$ cat config.mk
export PLATFORM = sky130hd
export DESIGN_NAME = serial_bit_feeder
export DESIGN_NICKNAME = d
export VERILOG_FILES = /design/src/rtl/serial_bit_feeder.sv
export SDC_FILE = /design/constraint.sdc
export NUM_CORES = 1
export LEC_CHECK = 0
export BUFFER_PORTS_ARGS = -buffer_cell sky130_fd_sc_hd__buf_2
export CAP_MARGIN = 30
export CORE_ASPECT_RATIO = 1.5
export CORE_MARGIN = 2
export CORE_UTILIZATION = 49
export CTS_CLUSTER_SIZE = 8
export DETAILED_ROUTE_END_ITERATION = 8
export HOLD_SLACK_MARGIN = 0.15
export PLACE_DENSITY = 0.83
export SKIP_CTS_REPAIR_TIMING = 1
export SYNTH_ARGS = -nofsm -noshare
export SYNTH_HDL_FRONTEND = slang
export SYNTH_SLANG_ARGS = --single-unit
$ cat constraint.sdc
create_clock -name clk_i -period 1.5 [get_ports clk_i]
set_input_delay 0.15 -clock clk_i [delete_from_list [all_inputs] [get_ports clk_i]]
set_output_delay 0.15 -clock clk_i [all_outputs]
set_load 0.02 [all_outputs]
$ cat src/rtl/serial_bit_feeder.sv
// Parallel-to-serial feeder: accepts WIDTH-bit words over valid/ready and emits one bit per cycle.
// A one-word holding buffer lets back-to-back words stream without an idle gap.
module serial_bit_feeder #(
    parameter int unsigned WIDTH     = 8,
    parameter bit          MSB_FIRST = 1'b1,
    parameter bit          IDLE_BIT  = 1'b0
) (
    input  logic             clk_i,
    input  logic             reset_i,
    input  logic [WIDTH-1:0] word_i,
    input  logic             word_valid_i,
    output logic             word_ready_o,
    output logic             data_o,
    output logic             data_valid_o,
    output logic             word_done_o,
    output logic             busy_o
);

    localparam int unsigned   CW   = (WIDTH > 1) ? $clog2(WIDTH) : 1;
    localparam logic [CW-1:0] LAST = CW'(WIDTH - 1);

    typedef enum logic {
        IDLE,
        SHIFT
    } state_t;

    state_t           state_q, state_d;
    logic [WIDTH-1:0] shift_q, shift_d;
    logic [CW-1:0]    bit_cnt_q, bit_cnt_d;
    logic [WIDTH-1:0] hold_q, hold_d;
    logic             hold_v_q, hold_v_d;
    logic             busy_q, busy_d;
    logic             handshake;
    logic             cur_bit;

    // ready is just the inverted buffer flag, so it never depends on word_valid_i
    assign handshake = word_valid_i & ~hold_v_q;
    assign cur_bit   = MSB_FIRST ? shift_q[WIDTH-1] : shift_q[0];

    always_ff @(posedge clk_i or negedge reset_i) begin
        if (!reset_i) begin
            state_q   <= IDLE;
            shift_q   <= '0;
            bit_cnt_q <= '0;
            hold_q    <= '0;
            hold_v_q  <= 1'b0;
            busy_q    <= 1'b0;
        end else begin
            state_q   <= state_d;
            shift_q   <= shift_d;
            bit_cnt_q <= bit_cnt_d;
            hold_q    <= hold_d;
            hold_v_q  <= hold_v_d;
            busy_q    <= busy_d;
        end
    end

    always_comb begin
        state_d   = state_q;
        shift_d   = shift_q;
        bit_cnt_d = bit_cnt_q;
        hold_d    = hold_q;
        hold_v_d  = hold_v_q;
        case (state_q)
            IDLE: begin
                if (handshake) begin
                    shift_d   = word_i;
                    bit_cnt_d = '0;
                    state_d   = SHIFT;
                end
            end
            SHIFT: begin
                if (bit_cnt_q != LAST) begin
                    if (MSB_FIRST) begin
                        shift_d = {shift_q[WIDTH-2:0], 1'b0};
                    end else begin
                        shift_d = {1'b0, shift_q[WIDTH-1:1]};
                    end
                    bit_cnt_d = bit_cnt_q + CW'(1);
                    if (handshake) begin
                        hold_d   = word_i;
                        hold_v_d = 1'b1;
                    end
                end else if (hold_v_q) begin
                    shift_d   = hold_q;
                    hold_v_d  = 1'b0;
                    bit_cnt_d = '0;
                end else if (handshake) begin
                    shift_d   = word_i;
                    bit_cnt_d = '0;
                end else begin
                    bit_cnt_d = '0;
                    state_d   = IDLE;
                end
            end
            default: state_d = IDLE;
        endcase
        busy_d = (state_d == SHIFT) | hold_v_d;
    end

    assign word_ready_o = ~hold_v_q;
    assign data_valid_o = (state_q == SHIFT);
    assign data_o       = (state_q == SHIFT) ? cur_bit : IDLE_BIT;
    assign word_done_o  = (state_q == SHIFT) && (bit_cnt_q == LAST);
    assign busy_o       = busy_q;

endmodule

* Word-level counts from Yosys, hierarchy flattened *
Index checks and enable logic that the tools add are counted.

storage, ports and cells
  input port bits = 11
  register bits after elaboration = 22
  logic and storage cells = 31
  output and inout port bits = 5

cells by class
  equality and inequality tests = 3
  add/sub/neg operators = 1
  bitwise logic cells = 4
  multiplexer cells = 15
  reductions and logical operators = 2

operator list
  kind                                                            number
  8-bit two-way mux                                               3
  8-bit case mux with 2 select lines                              1
  1-bit two-way mux                                               7
  3-bit two-way mux                                               2
  3-bit case mux with 2 select lines                              1
  3-bit by 1-bit adder with 3-bit output (second input constant)  1
  3-bit == test (second input constant)                           1
  3-bit != test (second input constant)                           1
  3-bit AND reduction                                             1
  2-bit != test (second input constant)                           1
  1-bit NOT                                                       2
  1-bit case mux with 2 select lines                              1
  1-bit AND                                                       1
  1-bit logical AND                                               1
  1-bit OR                                                        1

* Logic depth before layout (Yosys ltp) *
  depth in word-level cells = 7
  mapped depth = 5
  mapped depth without buffers = 5

* Worst setup path after synthesis *
No wires, ideal clock.

  path type = flip-flop to flip-flop
  start = reg bit_cnt_q[0]
  end = reg hold_q[0]
  setup time = 0.125 ns
  buffers on the path = 0
  period minus slack after synthesis = 1.624 ns
  slack = -0.124 ns
  data arrival time = 1.499 ns
  data required time = 1.375 ns
  stages on the path, launching flop included = 5
  cells stage by stage = dfrtp_1 > ha_1 > ha_1 > nor3_4 > mux2_2

between the ends
  cells in the longest elaborated chain, start to end = 2

RTL lines
  element                               line  text
  start, declared                       29    logic [CW-1:0] bit_cnt_q, bit_cnt_d;
  start signal, assigned                51    bit_cnt_q <= bit_cnt_d;
  3-bit != test                         73    if (bit_cnt_q != LAST) begin
  3-bit AND reduction (no source line)  n/a
  end signal, assigned                  52    hold_q <= hold_d;
  end, declared                         30    logic [WIDTH-1:0] hold_q, hold_d;

No other way between the ends.
A chain may end at the register's enable or synchronous reset.

* Worst setup path in the final report *
  start = reg bit_cnt_q[0]
  end = out word_done_o

between the ends
  cells in the longest elaborated chain, start to end = 2

RTL lines
  element            line  text
  3-bit == test      104   assign word_done_o = (state_q == SHIFT) && (bit_cnt_q == LAST);
  1-bit logical AND  104
  end, declared      15    output logic word_done_o,

No other way between the ends.

==> metrics.txt <==
H-tree depth=1; worst-skew pair later-pin latency=0.32 ns; run status=finished with violations; DRC=0; PnR worst setup slack=-0.1645 ns; cell taking the most area after synthesis=dfrtp_1; flops & latches, synth=22; failing checks=negative setup slack; die height=60.93 um; die area=between 2000 and 3000 sq um; Netlist cell types=24; WL final=about 2400 um; die width=around 42 um; final hold viol count=0; Cell Pwr Density=2009 nW/um^2; first-pass GRT wire length=3601 um; antenna viol nets, final=0; Slew headroom=0.6703; core area=2027 sq um; CP Launch Point=bit_cnt_q[0]; Yosys top cell area share=0.5201; Yosys Warn Count=0; minimum clock period=about 1.7 ns; R2R Path Start=bit_cnt_q[0]; register area share after synthesis=0.5201; Vias=891; clk buf depth=2; CP max FO=6; diodes inserted=0; Layout Nets=144; Starting Density=0.5222; vias in the first global route=791; Clock Skews=approximately 0.0017 ns; I/O pins=16; total CTS buffers=3; r2r endpoint=hold_q[5]; Levels on crit path=5; clock transition at the registers of the reported paths=0.12 ns; Worst R2R Setup Slack=-0.08 ns; critical path's slowest cell=dfrtp_1; initial antenna violation count=0; row cnt=20; Hold Path Class=in2reg; CP max stage delay=about 0.41 ns; final core occ=0.6889; grt ovf=0; top cells by area, synth=dfrtp_1 (52%), mux2_2 (8.5%), nand2_1 (8.2%); CTS tree=built; Fill cells=141; syn_area_per_cell=10.69 sq um; arrival time worst endpoint=~1.5 ns; critical path endpoint=word_done_o; routability cong.=~0.82; Buffers on Ports=15; setup violators final=10; Peak VDD IR=1095 uV; Syn Inst Count=99; syn nets=113; Worst Tran Pin Value=roughly 0.49 ns; Leak=approximately 0.63 nW; MaxCap Viol Count=0; Critical Path Sink Type=primary output; Buffers & Inverters on Critical Path=2; DR iter-0 viols=44; Layout Area Growth over Synthesis=31.91%; Synth Flop Type=dfrtp_1; final slew viol count=0; First-pass DRT Iterations=4; crit path cell chain=ha_2 -> ha_4 -> buf_6 -> and2_4 -> buf_6; Power Total=2.806 mW; average wire per standard cell=15.61 um; clock sinks=22; clk root buf=clkbuf_4; layout cell share with drive strength beyond 1=0.3333; total track usage=0.1858; CP delay by family, top=flip-flops; HPWL after detailed placement=1473 um; CP Class=reg2out; Top cell by count, worst path=buf_6; Post-synth EDFFs=0; Via density=slightly below 6; CP Launch Type=flop; Critical Path RT=1.35 ns; Mapped Area=between 1000 and 1500 sq um; synth cell count leaders=nand2_1 (23), dfrtp_1 (22), mux2_2 (8), a32oi_1 (7), o22ai_1 (7); fin crit share=1.110; most frequent cell after synthesis=nand2_1; Register-to-Register Path Depth=5; largest net degree at the start of global routing=23; Post-synth ARST share=1.000; RSZ-0062 raised after global routing=yes; maximum clock rate=0.6008 GHz
per-stage QoR:
| stage | hold slack [ns] | setup TNS (ns) | instances | setup WS [ns] | instance area [sq um] |
|---|---|---|---|---|---|
| after floorplan | -0.1456 | -0.5293 | 99 | -0.07151 | 1077 |
| after global placement | 0.1322 | -0.4333 | 135 | -0.03793 | 1189 |
| after detailed placement | 0.1419 | -1.183 | 135 | -0.1357 | 1189 |
| after CTS | -0.2060 | -1.851 | 139 | -0.2502 | 1241 |
| after global routing | 0.2163 | -1.561 | 151 | -0.2036 | 1396 |
| final | 0.1831 | -0.8062 | 151 | -0.1645 | 1396 |
registers in the layout, indices dropped and copies added (netlist names):
register      cells
data_valid_o      1
hold_v_q          1
busy_o            1
hold_q            8
shift_q           8
bit_cnt_q         3
layer usage:
| layer | share of wire | track usage | vias up |
|---|---|---|---|
| met5 | 0 | 0 | - |
| met4 | 0.013 | 0.09677 | 0 |
| met3 | 0.038 | 0.02679 | 4 |
| met2 | 0.52 | 0.3036 | 26 |
| met1 | 0.43 | 0.2418 | 444 |
| li1 | - | - | 417 |
how the worst min path moves through the flow:
stage | start | end | slack, ns | cells after the start
after detailed placement | reset_i | bit_cnt_q[1] | 0.14 | 1
after global placement | reset_i | bit_cnt_q[1] | 0.13 | 1
after floorplan | reset_i | bit_cnt_q[0] | -0.15 | 0
after global routing | word_valid_i | hold_v_q | 0.22 | 3
after CTS | reset_i | bit_cnt_q[1] | -0.21 | 1
final | word_valid_i | hold_v_q | 0.18 | 3
report_power, final:
group	switching, mW	total (mW)	leakage, nW	internal [mW]
clock network	0.187	0.458	0.0279	0.270
logic	0.591	1.27	0.346	0.681
registers	0.202	1.08	0.257	0.874
total	0.980	2.81	0.632	1.83
placed cells by master, fill, tap and decap left out, types with 2 or more instances in the layout:
master	Yosys	routed
a32oi_1	7	7
buf_2	3	14
buf_4	0	6
buf_6	2	2
clkbuf_4	0	3
dfrtp_1	22	22
dlygate4sd3_1	0	9
inv_1	3	3
mux2_4	0	8
nand2_1	23	23
nor2_1	2	2
o211ai_1	2	2
o21ai_0	4	4
o22ai_1	7	7
worst reg2reg max path, delay by kind of cell (launching register included):
| family | cells | cell delay (ns) |
|---|---|---|
| buffers and inverters | 1 | 0.17 |
| muxes | 1 | 0.30 |
| adders and majority gates | 2 | 0.39 |
| and+or+nand+nor | 1 | 0.22 |
| DFF | 1 | 0.41 |
logic make-up after synthesis:
logic type	Yosys count	share of synthesized area
adder cells (fa/ha/maj)	3	0.03546
AND/OR/NAND/NOR	34	0.1584
multiplexers	9	0.09457
AO/OA/AOI/OAI	22	0.1418
flip-flops	22	0.5201
buffers and inverters	9	0.04964
area by class of cell:
| type | count | area [sq um] | area share |
|---|---|---|---|
| clock buffer | 3 | 22.52 | 0.01613 |
| clock inverter | 1 | 30.03 | 0.02151 |
| inverter | 3 | 11.26 | 0.008065 |
| multi-input combinational | 68 | 506.7 | 0.3629 |
| sequential | 22 | 550.5 | 0.3943 |
| tap | 22 | 27.53 | 0.01971 |
| timing repair buffer | 32 | 247.7 | 0.1774 |
(Power assumes the default switching activity.)
